[config.mk]
export PLATFORM = sky130hd
export DESIGN_NAME = mux4_rr_arbiter
export DESIGN_NICKNAME = d
export VERILOG_FILES = /design/src/rtl/mux4_rr_arbiter.sv
export SDC_FILE = /design/constraint.sdc
export NUM_CORES = 1
export LEC_CHECK = 0
export ABC_CLOCK_PERIOD_IN_PS = 2300
export CAP_MARGIN = 10
export CELL_PAD_IN_SITES_DETAIL_PLACEMENT = 1
export CELL_PAD_IN_SITES_GLOBAL_PLACEMENT = 2
export CORE_MARGIN = 2
export CORE_UTILIZATION = 22
export CTS_CLUSTER_SIZE = 28
export DETAILED_ROUTE_END_ITERATION = 10
export PLACE_DENSITY = 0.84
export SYNTH_ARGS = -nofsm -noshare
export SYNTH_HDL_FRONTEND = slang
export SYNTH_HIERARCHICAL = 1
export SYNTH_SLANG_ARGS = --single-unit
export TNS_END_PERCENT = 5
[constraint.sdc]
create_clock -name clk -period 2.3 [get_ports clk]
set_input_delay 0.23 -clock clk [delete_from_list [all_inputs] [get_ports clk]]
set_output_delay 0.23 -clock clk [all_outputs]
set_load 0.01 [all_outputs]
[src/rtl/mux4_rr_arbiter.sv]
// Round-robin arbiter driving mux_4_to_1.sel. The selected data_out is captured
// into a one-entry output register with a valid/ready handshake.

module mux4_rr_lane #(
   parameter int NUM_LANES = 4,
   parameter int PW        = 2,
   parameter int IDX       = 0
) (
   input  logic [NUM_LANES-1:0] in_valid,
   input  logic [PW-1:0]        ptr,
   output logic                 win
);
   logic [PW-1:0] dist_self;

   // Distance from ptr in rotated priority order; smaller distance wins.
   assign dist_self = PW'(IDX) - ptr;

   always_comb begin
      win = in_valid[IDX];
      for (int j = 0; j < NUM_LANES; j++) begin
         if (j != IDX && in_valid[j] && ((PW'(j) - ptr) < dist_self))
            win = 1'b0;
      end
   end
endmodule

module mux4_rr_arbiter #(
   parameter int WIDTH  = 32,
   parameter int width2 = 2
) (
   input  logic              clk,
   input  logic              rst,
   input  logic [3:0]        in_valid,
   output logic [3:0]        in_ready,
   output logic [width2-1:0] sel,
   input  logic [WIDTH-1:0]  mux_data,
   output logic              out_valid,
   output logic [WIDTH-1:0]  out_data,
   input  logic              out_ready
);
   localparam int NUM_LANES = 4;

   logic [width2-1:0]    ptr;
   logic [width2-1:0]    last_sel;
   logic [NUM_LANES-1:0] win;
   logic [width2-1:0]    winner;
   logic                 can_accept;
   logic                 accept;

   for (genvar i = 0; i < NUM_LANES; i++) begin : g_lane
      mux4_rr_lane #(
         .NUM_LANES (NUM_LANES),
         .PW        (width2),
         .IDX       (i)
      ) u_lane (
         .in_valid (in_valid),
         .ptr      (ptr),
         .win      (win[i])
      );
   end

   always_comb begin
      winner = '0;
      for (int i = 0; i < NUM_LANES; i++) begin
         if (win[i]) winner = width2'(i);
      end
   end

   // Requests are ignored while reset is held so nothing is granted and lost.
   assign can_accept = !out_valid || out_ready;
   assign accept     = !rst && can_accept && (|in_valid);
   assign sel        = accept ? winner : last_sel;
   assign in_ready   = accept ? win : '0;

   always_ff @(posedge clk) begin
      if (rst) begin
         ptr       <= '0;
         last_sel  <= '0;
         out_valid <= 1'b0;
         out_data  <= '0;
      end else if (accept) begin
         out_data  <= mux_data;
         out_valid <= 1'b1;
         last_sel  <= winner;
         ptr       <= winner + width2'(1);
      end else if (out_ready) begin
         out_valid <= 1'b0;
      end
   end
endmodule

==> results of run 1 <==
==> worst register-to-register path: cells and delay by family, from the launching register on <==
| family | cells | cell delay [ps] |
|---|---|---|
| DFF | 1 | 330 |
| AOI/OAI and AO/OA | 3 | 400 |
| adders and majority gates | 1 | 190 |
| and+or+nand+nor | 1 | 200 |
| buffers and inverters | 3 | 340 |
==> routing by layer <==
layer  part of all wire (%)  track usage, %  vias up
li1                       -               -      840
met1                     43            14.9      790
met2                     48            21.8       57
met3                    7.8            4.67        5
met4                   0.51            3.03        0
met5                      0               0        -
==> sequential cells by signal, summed over array words and instances, names as in the netlist <==
register   cells
out_data      32
last_sel       2
ptr            2
out_valid      1
==> worst max-delay path by stage <==
stage / from / endpoint / slack (ps) / cells after the start
after CTS: ptr[0] / sel[1] / 40 / 8
after floorplan: ptr[0] / sel[0] / 440 / 7
after global placement: in_valid[0] / sel[0] / -130 / 6
after global routing: ptr[0] / sel[0] / -40 / 8
final: ptr[0] / sel[0] / 70 / 8
after detailed placement: in_valid[2] / sel[0] / -150 / 6
==> logic make-up (layout without fill, tap and decap cells) <==
group,Yosys count,after routing,synth area share (%)
buf+inv,52,138,12.3
flops,37,37,44.6
fa+ha+maj,4,4,3.01
mux,1,1,0.678
simple gates,16,16,7.23
compound gates,83,83,32.2
==> report_power, final <==
group	total (W)	internal [W]	switching, W	leakage, nW
registers	0.000720	0.000691	0.0000284	0.308
logic	0.000365	0.000202	0.000162	0.805
clock network	0.000457	0.000238	0.000220	0.0443
==> cell usage after synthesis, types with 2 or more instances <==
library cell / number
a22oi_1: 2
o21ai_1: 9
o21ai_0: 27
clkbuf_1: 6
o211ai_1: 35
o31ai_1: 2
dfxtp_1: 37
a21oi_1: 3
nor2_1: 3
inv_1: 38
buf_2: 6
nand2b_1: 3
and3_1: 2
and2_1: 3
ha_1: 4
==> metrics by stage <==
stage | utilization, % | setup TNS (ps)
floorplan | - | 0
global placement | 35.7 | -247
detailed placement | 35.7 | -343
CTS | 36.9 | 0
global route | 37.1 | -55.7
finish | 37.1 | 0
==> area by class of cell <==
| type | instances | area [sq um] |
|---|---|---|
| inverters | 39 | 146 |
| repair buffers | 92 | 881 |
| clock buffers | 7 | 86.3 |
| multi-input cells | 104 | 724 |
| well taps | 99 | 124 |
| fillers | 888 | 4580 |
| flip-flops and latches | 37 | 746 |
==> timing repair <==
item                                    CTS  global route
endpoints found under the setup margin    6             4
resized for setup                        11             7
hold buffers                              0             0
pin swaps                                 1             3
setup buffers                             0             1
==> impl_metrics.env, run 1 <==
export IMPL_cp_start_kind="flip-flop"
export IMPL_netlist_instances=193
export IMPL_relSlewSlack_pct=72.8
export IMPL_ys_flop_type="dfxtp_1"
export IMPL_place_congestion=0.758
export IMPL_period_needed_ps=2230
export IMPL_cts_buffer_depth=2
export IMPL_cts_root_buf="clkbuf_8"
export IMPL_slowest_stage="dfxtp_2"
export IMPL_grt_pass1_wl_um=8600
export IMPL_min_delay_worst_endpoint="last_sel[1]"
export IMPL_antenna_found_initial=0
export IMPL_htreeDepth=2
export IMPL_clkSlewWorstSetupHoldPaths_ps=70
export IMPL_place_inst=370
export IMPL_io_buffers=77
export IMPL_grt_overflow=0
export IMPL_synth_cell_type_count=28
export IMPL_rsz0062_at_grt="yes"
export IMPL_p_leak_nw=1.16
export IMPL_grt_max_degree=37
export IMPL_cp_max_fo=3
export IMPL_hold_depth=2
export IMPL_rows=31
export IMPL_end_kind="primary output"
export IMPL_synth_edf_count=0
export IMPL_grt_usage_pct=12.6
export IMPL_post_place_ws_ps=-154
export IMPL_r2r_start="ptr[0]"
export IMPL_wl_per_cell_um=13.9
export IMPL_io_pins=78
export IMPL_final_hold_viol_count=0
export IMPL_totalWireLength_um=5250
export IMPL_cp_num_buf_inv=3
export IMPL_drt_iter0_drc=36
export IMPL_clock_latency_ps=280
export IMPL_holdCritStartpoint="last_sel[1]"
export IMPL_grt_pass1_vias=1767
export IMPL_cp_arrival_ps=2000
export IMPL_core_sq_um=7290
export IMPL_r2r_slack_ps=720
export IMPL_nets=322
export IMPL_status="finished clean"
export IMPL_peakVddDrop_mv=0.273
export IMPL_p_per_area_nw_per_um2=569
export IMPL_syn_num_nets=236
export IMPL_path_cells="buf_4, ha_1, a22oi_1, and3_1, inv_1, a21o_1, mux2_1, buf_2"
export IMPL_syn2layout_area_growth_pct=63.1
export IMPL_die_width_um=90.9
export IMPL_tritoncts_num_sinks=37
export IMPL_place_area_sq_um=2610
export IMPL_vias=1692
export IMPL_holdWs_ps=478
export IMPL_synth_top_area_share_pct=44.6
export IMPL_async_flop_share_pct=0
export IMPL_synth_area_leaders="dfxtp_1 45%, o211ai_1 16%, inv_1 8.6%"
export IMPL_ys_seq_area_share_pct=44.6
export IMPL_setup_viol=0
export IMPL_worstReg2RegEnd="last_sel[0]"
export IMPL_cts_tree="done"
export IMPL_postRouteAntennaNets=0
export IMPL_synth_area_leader_cell="dfxtp_1"
export IMPL_crit_required_ps=2070
export IMPL_drv_slew=0
export IMPL_max_slew_worst_pin_slew_ps=408
export IMPL_firstDrtPassIters=4
export IMPL_synth_area_sq_um=1660
export IMPL_drv_cap=0
export IMPL_die_y_um=90.9
export IMPL_critPathTopFamily="compound AO/OA/AOI/OAI gates"
export IMPL_diodes=0
export IMPL_final_common_cell="clkdlybuf4s50_1"
export IMPL_hpwl_um=3510
export IMPL_path_class="reg2out"
export IMPL_stdcell_count=378
export IMPL_syn_area_per_cell_sq_um=8.60
export IMPL_drive_gt1_share_pct=11.5
export IMPL_ys_ff_latch=37
export IMPL_die_area_sq_um=8260
export IMPL_finalInstanceArea_sq_um=2710
export IMPL_cts_buffers=5
export IMPL_max_freq_mhz=448
export IMPL_yosysWarnings=6
export IMPL_drc=0
export IMPL_layout_common_cells="69 x clkdlybuf4s50_1, 38 x inv_1, 35 x o211ai_1, 35 x dfxtp_1, 26 x o21ai_0"
export IMPL_fin_skew_ps=3.51
export IMPL_hold_path_class="reg2reg"
export IMPL_critical_path_max_stage_delay_ps=330
export IMPL_worst_slack_ps=68.3
export IMPL_p_total_w=0.00154
export IMPL_vias_per_cell=4.48
export IMPL_reg2reg_depth=8
export IMPL_period_share_pct=97.0
export IMPL_start_util_pct=22.8
No activity file was read; power rests on OpenSTA's default activity.
==> run 2: changes to the inputs <==
==> config.mk (replaced) <==
export PLATFORM = sky130hd
export DESIGN_NAME = mux4_rr_arbiter
export DESIGN_NICKNAME = d
export VERILOG_FILES = /design/src/rtl/mux4_rr_arbiter.sv
export SDC_FILE = /design/constraint.sdc
export NUM_CORES = 1
export LEC_CHECK = 0
export ABC_CLOCK_PERIOD_IN_PS = 2600
export CAP_MARGIN = 10
export CELL_PAD_IN_SITES_DETAIL_PLACEMENT = 1
export CELL_PAD_IN_SITES_GLOBAL_PLACEMENT = 2
export CORE_MARGIN = 2
export CORE_UTILIZATION = 25
export CTS_CLUSTER_SIZE = 28
export DETAILED_ROUTE_END_ITERATION = 10
export PLACE_DENSITY = 0.89
export SYNTH_ARGS = -nofsm -noshare
export SYNTH_HDL_FRONTEND = slang
export SYNTH_SLANG_ARGS = --single-unit
export TNS_END_PERCENT = 5
==> constraint.sdc (replaced) <==
create_clock -name clk -period 2.6 [get_ports clk]
set_input_delay 0.26 -clock clk [delete_from_list [all_inputs] [get_ports clk]]
set_output_delay 0.26 -clock clk [all_outputs]
set_load 0.01 [all_outputs]
==> impl_metrics.env, run 2 <==
export IMPL_status="finished clean"
export IMPL_cp_arrival_ps=2150
export IMPL_grt_pass1_wl_um=8030
export IMPL_end_kind="primary output"
export IMPL_synth_cell_type_count=25
export IMPL_synth_area_sq_um=1770
export IMPL_n_fill_cell=815
export IMPL_postRouteAntennaNets=0
export IMPL_p_total_w=0.00138
export IMPL_firstDrtPassIters=4
export IMPL_hpwl_um=3640
export IMPL_ys_flop_type="dfxtp_1"
export IMPL_cts_tree="done"
export IMPL_drt_iter0_drc=50
export IMPL_cts_buffer_depth=2
export IMPL_hold_path_class="reg2reg"
export IMPL_core_sq_um=6830
export IMPL_die_width_um=88.1
export IMPL_clock_latency_ps=280
export IMPL_finalInstanceArea_sq_um=2750
export IMPL_syn_num_nets=232
export IMPL_postCtsHoldBufs=0
export IMPL_netlist_top_cells_count="37 x dfxtp_1, 37 x inv_1, 32 x o211ai_1"
export IMPL_tritoncts_num_sinks=37
export IMPL_clkSlewWorstSetupHoldPaths_ps=70
export IMPL_p_leak_nw=1.10
export IMPL_path_class="in2out"
export IMPL_post_cts_setup_buffers=0
export IMPL_final_common_cell="clkdlybuf4s50_1"
export IMPL_synth_area_leader_cell="dfxtp_1"
export IMPL_io_buffers=77
export IMPL_period_share_pct=92.8
export IMPL_drc=0
export IMPL_period_needed_ps=2410
export IMPL_rsz0062_at_grt="no"
export IMPL_cp_max_fo=6
export IMPL_ys_seq_area_share_pct=41.9
export IMPL_cts_repair_resized=0
export IMPL_ys_ff_latch=37
export IMPL_grt_usage_pct=13.3
export IMPL_path_cells="clkdlybuf4s50_1, or4_4, nand3_4, a2111oi_0, clkdlybuf4s50_1"
export IMPL_antenna_found_initial=0
export IMPL_relSlewSlack_pct=73.7
export IMPL_yosysWarnings=0
export IMPL_die_area_sq_um=7770
export IMPL_crit_top_cell="clkdlybuf4s50_1"
export IMPL_synth_area_leaders="dfxtp_1 42%, o211ai_1 14%, o21ai_2 13%"
export IMPL_totalWireLength_um=5060
export IMPL_grt_overflow=0
export IMPL_peakVddDrop_mv=0.165
export IMPL_place_area_sq_um=2670
export IMPL_drv_slew=0
export IMPL_largestRegisters="out_data (32), last_sel (2), ptr (2)"
export IMPL_drv_cap=0
export IMPL_final_hold_viol_count=0
export IMPL_htreeDepth=2
export IMPL_max_slew_worst_pin_slew_ps=394
export IMPL_place_congestion=0.814
export IMPL_vias=1679
export IMPL_die_y_um=88.1
export IMPL_drive_gt1_share_pct=19.0
export IMPL_setup_viol=0
export IMPL_grt_max_degree=34
export IMPL_p_per_area_nw_per_um2=501
export IMPL_setup_tns_ps=0
export IMPL_cp_start_kind="input port"
export IMPL_start_util_pct=25.9
export IMPL_critical_path_max_stage_delay_ps=610
export IMPL_slowest_stage="clkdlybuf4s50_1"
export IMPL_wl_per_cell_um=13.7
export IMPL_diodes=0
export IMPL_vias_per_cell=4.54
export IMPL_place_inst=363
export IMPL_syn_area_per_cell_sq_um=9.36
export IMPL_max_freq_mhz=414
export IMPL_cts_buffers=5
export IMPL_io_pins=78
export IMPL_layout_common_cells="77 x clkdlybuf4s50_1, 37 x inv_1, 37 x dfxtp_1, 32 x o211ai_1, 27 x o21ai_2"
export IMPL_grt_pass1_vias=1703
export IMPL_async_flop_share_pct=0
export IMPL_fin_skew_ps=3.49
export IMPL_cts_root_buf="clkbuf_8"
export IMPL_nets=317
export IMPL_regMostFlops="out_data"
export IMPL_syn2layout_area_growth_pct=55.6
export IMPL_stdcell_count=370
export IMPL_synth_top_area_share_pct=41.9
export IMPL_largest_reg_flops=32
export IMPL_rows=30
export IMPL_synth_edf_count=0
export IMPL_netlist_instances=189
export IMPL_crit_required_ps=2340
[run 2: final timing paths]
path	start	to	slack, ps	cells past startpoint
max	in_valid[0]	in_ready[0]	190	5
min	out_data[0]	out_data[0]	510	2
max reg2reg	ptr[1]	last_sel[1]	1140	4
min reg2reg	out_data[0]	out_data[0]	510	2
[run 2: area by class of cell]
class	count	area (sq um)	area share, %
clock buffers	7	86.3	3.14
repair buffers	91	876	31.8
well taps	96	120	4.36
inverters	38	143	5.18
multi-input cells	101	787	28.6
flip-flops and latches	37	741	26.9
[run 2: logic make-up (layout without fill, tap and decap cells)]
group           after synthesis  in the layout  share of synthesized area (%)
compound gates               80             80                           34.9
fa+ha+maj                     4              4                           2.83
buf+inv                      51            136                           13.8
flops                        37             37                           41.9
simple gates                 17             17                           6.58
[run 2: where the power goes]
| part | switching, W | internal [W] |
|---|---|---|
| sequential | 0.0000261 | 0.000611 |
| combinational | 0.000153 | 0.000186 |
| clock | 0.000193 | 0.000210 |
| total | 0.000372 | 0.00101 |
[run 2: worst max-delay path, delay by kind of cell]
family	cells	cell delay (ps)
and+or+nand+nor	2	320
buffers and inverters	2	1190
AOI/OAI and AO/OA	1	380
[run 2: metrics by stage]
stage	worst slack (ps)	hold slack [ps]	utilization (%)
after global placement	180	491	39.0
after CTS	135	514	40.3
after global routing	91.3	527	40.3
after floorplan	927	329	-
after detailed placement	160	503	39.0
final	187	510	40.3
[run 2: metal layers]
metal  up-vias  global-route usage, %  share of wire [%]
met1       802                   17.8                 47
li1        830                      -                  -
met3         4                   3.02                4.5
met4         0                   4.41               0.61
met5         -                      0                  0
met2        43                   21.2                 48
==> run 3: changes to the inputs <==
--- a/config.mk
+++ b/config.mk
@@ -14,6 +14,7 @@
 export CTS_CLUSTER_SIZE = 28
 export DETAILED_ROUTE_END_ITERATION = 10
 export PLACE_DENSITY = 0.89
+export SKIP_CTS_REPAIR_TIMING = 1
 export SYNTH_ARGS = -nofsm -noshare
 export SYNTH_HDL_FRONTEND = slang
 export SYNTH_SLANG_ARGS = --single-unit
==> results of run 3 <==
The final DEF is identical to that of run 2; final timing and power are the same.
